### config.mk
export PLATFORM = sky130hd
export DESIGN_NAME = seven_seg_monitor
export DESIGN_NICKNAME = d
export VERILOG_FILES = /design/src/rtl/seven_seg_monitor.sv
export SDC_FILE = /design/constraint.sdc
export NUM_CORES = 1
export LEC_CHECK = 0
export CORE_MARGIN = 1.5
export CORE_UTILIZATION = 30
export DETAILED_ROUTE_END_ITERATION = 8
export DONT_BUFFER_PORTS = 1
export GPL_TIMING_DRIVEN = 0
export PLACE_DENSITY = 0.54
export SLEW_MARGIN = 30
export SYNTH_ARGS = -nofsm -noshare
export SYNTH_HDL_FRONTEND = slang
export SYNTH_SLANG_ARGS = --single-unit
### constraint.sdc
create_clock -name clk -period 2.24 [get_ports clk]
set_input_delay 0.336 -clock clk [delete_from_list [all_inputs] [get_ports clk]]
set_output_delay 0.336 -clock clk [all_outputs]
set_load 0.03 [all_outputs]
### src/rtl/seven_seg_monitor.sv
// Receive-side monitor for an active-low 7-segment bus: debounces the pattern,
// decodes it to a digit, and flags illegal codes and non-incrementing steps.
module seven_seg_monitor #(
  parameter int unsigned WIDTH         = 4,
  parameter int unsigned STABLE_CYCLES = 3,
  parameter int unsigned CNT_WIDTH     = 8
) (
  input  logic                 clk,
  input  logic                 reset_n,
  input  logic [6:0]           segments,
  output logic [WIDTH-1:0]     value,
  output logic                 valid,
  output logic                 update,
  output logic                 invalid_pattern,
  output logic                 step_error,
  output logic [CNT_WIDTH-1:0] change_count,
  output logic [CNT_WIDTH-1:0] error_count
);

  localparam int unsigned STAB_W = $clog2(STABLE_CYCLES + 1);
  localparam logic [STAB_W-1:0] STAB_MAX  = STAB_W'(STABLE_CYCLES);
  localparam logic [STAB_W-1:0] STAB_LAST = STAB_W'(STABLE_CYCLES - 1);
  localparam int unsigned DIGIT_LIMIT = 2 ** WIDTH;

  typedef enum logic [1:0] {
    IDLE,
    TRACK,
    FAULT
  } state_t;

  state_t            state;
  logic [6:0]        seg_q;
  logic [6:0]        acc_pat;
  logic [STAB_W-1:0] stab_cnt;

  logic       seg_match_c;
  logic       accept_c;
  logic [3:0] dec_digit_c;
  logic       dec_code_c;
  logic       dec_blank_c;
  logic       dec_legal_c;
  logic [WIDTH-1:0] dec_value_c;
  logic [WIDTH-1:0] next_expected_c;

  // Active-low segment code to hex digit
  always_comb begin
    dec_digit_c = 4'h0;
    dec_code_c  = 1'b1;
    dec_blank_c = 1'b0;
    case (seg_q)
      7'h40: dec_digit_c = 4'h0;
      7'h79: dec_digit_c = 4'h1;
      7'h24: dec_digit_c = 4'h2;
      7'h30: dec_digit_c = 4'h3;
      7'h19: dec_digit_c = 4'h4;
      7'h12: dec_digit_c = 4'h5;
      7'h02: dec_digit_c = 4'h6;
      7'h78: dec_digit_c = 4'h7;
      7'h00: dec_digit_c = 4'h8;
      7'h10: dec_digit_c = 4'h9;
      7'h08: dec_digit_c = 4'hA;
      7'h03: dec_digit_c = 4'hB;
      7'h46: dec_digit_c = 4'hC;
      7'h21: dec_digit_c = 4'hD;
      7'h06: dec_digit_c = 4'hE;
      7'h0E: dec_digit_c = 4'hF;
      7'h7F: begin
        dec_code_c  = 1'b0;
        dec_blank_c = 1'b1;
      end
      default: dec_code_c = 1'b0;
    endcase
  end

  assign dec_legal_c     = dec_code_c && (32'(dec_digit_c) < 32'(DIGIT_LIMIT));
  assign dec_value_c     = WIDTH'(dec_digit_c);
  assign next_expected_c = value + WIDTH'(1);

  // Accept on the edge where the stability count reaches its limit
  assign seg_match_c = (segments == seg_q);
  assign accept_c    = seg_match_c && (stab_cnt == STAB_LAST) && (seg_q != acc_pat);

  always_ff @(posedge clk) begin
    if (!reset_n) begin
      state           <= IDLE;
      seg_q           <= 7'h7F;
      acc_pat         <= 7'h7F;
      stab_cnt        <= '0;
      value           <= '0;
      valid           <= 1'b0;
      update          <= 1'b0;
      invalid_pattern <= 1'b0;
      step_error      <= 1'b0;
      change_count    <= '0;
      error_count     <= '0;
    end else begin
      seg_q           <= segments;
      update          <= 1'b0;
      invalid_pattern <= 1'b0;
      step_error      <= 1'b0;

      if (!seg_match_c) begin
        stab_cnt <= '0;
      end else if (stab_cnt != STAB_MAX) begin
        stab_cnt <= stab_cnt + STAB_W'(1);
      end

      if (accept_c) begin
        acc_pat <= seg_q;
        if (dec_blank_c) begin
          state <= IDLE;
          valid <= 1'b0;
        end else if (dec_legal_c) begin
          state  <= TRACK;
          value  <= dec_value_c;
          valid  <= 1'b1;
          update <= 1'b1;
          if (change_count != '1) change_count <= change_count + CNT_WIDTH'(1);
          // Only a digit following a held legal digit is step-checked
          if (state == TRACK && dec_value_c != next_expected_c) begin
            step_error <= 1'b1;
            if (error_count != '1) error_count <= error_count + CNT_WIDTH'(1);
          end
        end else begin
          state           <= FAULT;
          valid           <= 1'b0;
          invalid_pattern <= 1'b1;
          if (error_count != '1) error_count <= error_count + CNT_WIDTH'(1);
        end
      end
    end
  end

endmodule

==> results.md <==
- Worst-skew pair later-pin latency: 300 ps
- Most common cell in the netlist: dfxtp_1
- Failing checks: negative setup slack
- Yosys top cell area share: 34.6%
- Met2 wire len: 2860 um
- Seq/Total Area, Yosys: 34.6%
- Synth Area in Simple Gates: 33.7%
- WS Path Type: flip-flop to flip-flop
- Initial antenna violation count: 0
- Comb power frac: 10.7%
- Critical Path Slowest Stage Cell: or4b_1
- CTS Sinks: 41
- Worst Setup SP: seg_q[3]$_SDFF_PN1_
- Std cell rows: 32
- Status: finished, violations left
- Vias in the first global route: 1,895
- Synth Area in Compound Gates: 8.33%
- Global Route Usage Sum: 14.3%
- Post-synthesis cell count: 268
- Worst setup margin: -78.0 ps
- Slew Limit Fails: 0
- HPWL Detailed: 3940 um
- Top_reg_cell synth: dfxtp_1
- Worst setup path endpoint: error_count[2]$_SDFFE_PN0P_
- Max clock buf depth: 2
- Flop and latch count out of synthesis: 41
- CP arrival: 2550 ps
- Final instance area: 3230 um2
- Crit Path Max Fanout: 6
- Max Cap Viol: 0
- Maximum clock rate: 431 MHz
- Hold Vio Cnt, Final: 0
- Vias: 2,024
- Synth warn: 0
- RSZ-0062 raised after global routing: true
- Cell Int Power: 0.00115 W
- Die span in y: 92.0 um
- EDFF count, synth: 0
- HP Class: input pin to flip-flop
- IO Port Bufs: 0
- DRC: 0
- First-pass GRT wire length: 9600 um
- Pleak: 1.28 nW
- Layout cell share with drive strength beyond 1: 32.9%
- Grt total ovfl: 0
- Mean post-synth cell area: 8.86 um2
- 1st-iter DRT viols: 82
- Die area: 8450 um2
- CTS H-tree depth: 2
- Metal3 WL: 322 um
- Maximum vdd drop: 0.227 mV
- Final nets: 323
- Buf/Inv on CP: 2
- Worst-path clk slew: 90 ps
- Synth top area cells: dfxtp_1, mux2i_1, xnor2_1
- Synthesized cell area: 2370 um2
- Post-Route WL: 6100 um
- Setup Viol. Count Final: 11
- Crit path max-delay family: simple AND/OR/NAND/NOR gates
- Largest family of logic cells by synthesized area: simple AND/OR/NAND/NOR gates
- Setup Skew: 7.35 ps
- Least-Margin Pin Slew: 512 ps
- Die width: 92.0 um
- Fin crit share: 103%
- PwrDens: 474 nW/um2
- Dpl ws: -365 ps
- XOR/XNOR Fraction of Synth Area: 10.3%
- Initial Utilization: 30.9%
- DR top layer: met4
- Critical Path Max Stage Delay: 530 ps
- Post-synthesis mux area share: 6.75%
- Sw frac: 24.8%
- CP Cell Sequence: nand2_1 -> or4b_1 -> nand3_2 -> a221oi_2 -> xnor2_1 -> nor4_4 -> buf_6 -> buf_4 -> o31ai_4 -> mux2i_1
- Clock Power Share: 40.6%
- IO Count: 33
- Ys async rst share: 0%
- Final RePlAce weighted congestion: 0.742
- R2R setup slack: -80 ps
- Synth Net Count: 282
- Worst relative slew slack: 65.8%
- Tmin final: 2320 ps
- Cts bufs inserted: 5
- Antenna cells: 0
- CP Launch Type: flip-flop
- Cell count of the worst reg-to-reg path: 10
- Post-DP Area: 2560 um2
- Reg2reg start: seg_q[3]$_SDFF_PN1_
- CTS tree: yes
- Yosys top cell by area: dfxtp_1
- WL/cell: 14.8 um
- Synth cell types: 51
- Initial DRT Pass Iterations: 4
- Clk root buf: clkbuf_8
- Area grow syn2layout: 36.1%
- CP Depth: 10
- R2R Path End: error_count[2]$_SDFFE_PN0P_
- Met1 Wirelength: 2820 um
- Crit. End Element: flip-flop
- Post-Synth Adder-Cell Area: 2.64%
- Largest net degree at the start of global routing: 15
- Detail Route Antenna Nets: 0
- Critical Path RT: 2470 ps
- Vias per cell: 4.91
- Part of the power in registers: 48.8%
- Psw: 0.000380 W
- Core Area: 7690 um2
- Synth top cells by count: dfxtp_1, nand2_1, nand2b_1, xnor2_1, mux2i_1
==> how the worst min path moves through the flow <==
stage	endpoint	from	depth (start not counted)	slack, ps
floorplan	seg_q[0]$_SDFF_PN1_	segments[0]	1	440
CTS	seg_q[6]$_SDFF_PN1_	segments[6]	1	130
global route	seg_q[3]$_SDFF_PN1_	segments[3]	1	120
detailed placement	seg_q[0]$_SDFF_PN1_	segments[0]	1	440
finish	seg_q[4]$_SDFF_PN1_	segments[4]	1	130
global placement	seg_q[6]$_SDFF_PN1_	segments[6]	1	440
==> logic make-up after synthesis <==
group / Yosys count
fa+ha+maj: 5
buf+inv: 18
xor+xnor: 28
simple gates: 135
flops: 41
compound gates: 25
mux: 16
==> cell type report <==
type	instances	area, um2
Sequential cell	41	842
Inverter	3	11.3
Multi-Input combinational cell	209	1720
Timing Repair Buffer	36	278
Clock inverter	3	46.3
Fill cell	762	4460
Buffer	13	133
Tap cell	102	128
Clock buffer	5	68.8
==> state kept, by name, indices dropped and copies added (netlist names) <==
signal and count:
invalid_pattern 1, error_count 8, value 4, change_count 8, step_error 1, stab_cnt 2
acc_pat 7, state 2, seg_q 7, update 1
==> stage by stage <==
step | TNS (ps) | power (W) | cells | util, % | hold slack (ps)
final | -499 | 0.00153 | 412 | 42.0 | 132
after detailed placement | -5280 | 0.000870 | 370 | 33.4 | 444
after global placement | -5250 | 0.000869 | 370 | 33.4 | 437
after floorplan | 0 | 0.000845 | 268 | - | 437
after global routing | -1950 | 0.00159 | 412 | 42.0 | 121
after CTS | -874 | 0.00151 | 390 | 37.9 | 131
==> power groups by stage <==
stage	Clock (W)	Sequential [W]	Combinational, W
detailed placement	0	0.000766	0.000105
global route	0.000661	0.000748	0.000176
finish	0.000621	0.000747	0.000163
floorplan	0	0.000761	0.0000837
global placement	0	0.000766	0.000104
CTS	0.000637	0.000745	0.000131
==> layout by cell type (no fill, tap or decap), drive strengths merged, types with 2 or more instances in the layout <==
| master | instances |
|---|---|
| mux2i | 16 |
| nand2 | 34 |
| nor2b | 6 |
| nor2 | 14 |
| nand2b | 18 |
| ha | 5 |
| nand4 | 9 |
| nor4 | 6 |
| xnor2 | 17 |
| o31ai | 3 |
| or4 | 2 |
| nor3 | 3 |
| dfxtp | 41 |
| o21ai | 3 |
| and3 | 9 |
| and2 | 8 |
| nor3b | 2 |
| inv | 3 |
| o211a | 3 |
| clkbuf | 10 |
| a21oi | 6 |
| o22ai | 3 |
| nand3 | 14 |
| xor2 | 11 |
| nand3b | 3 |
| buf | 44 |
==> repair_timing <==
| action | CTS | global route |
|---|---|---|
| resized for setup | 31 | 28 |
| setup endpoints to repair | 29 | 26 |
| hold buffers | 0 | 0 |
| buffers inserted | 14 | 22 |
| cloned | 0 | 0 |
| pin swaps | 9 | 12 |
==> per-layer routing <==
| metal | up-vias | GRT usage [%] |
|---|---|---|
| met2 | 35 | 21.8 |
| met1 | 964 | 19.2 |
| met4 | 0 | 4.74 |
| li1 | 1018 | - |
| met5 | - | 0 |
| met3 | 7 | 4.31 |
Note: power is estimated with default switching activity, not from simulation.
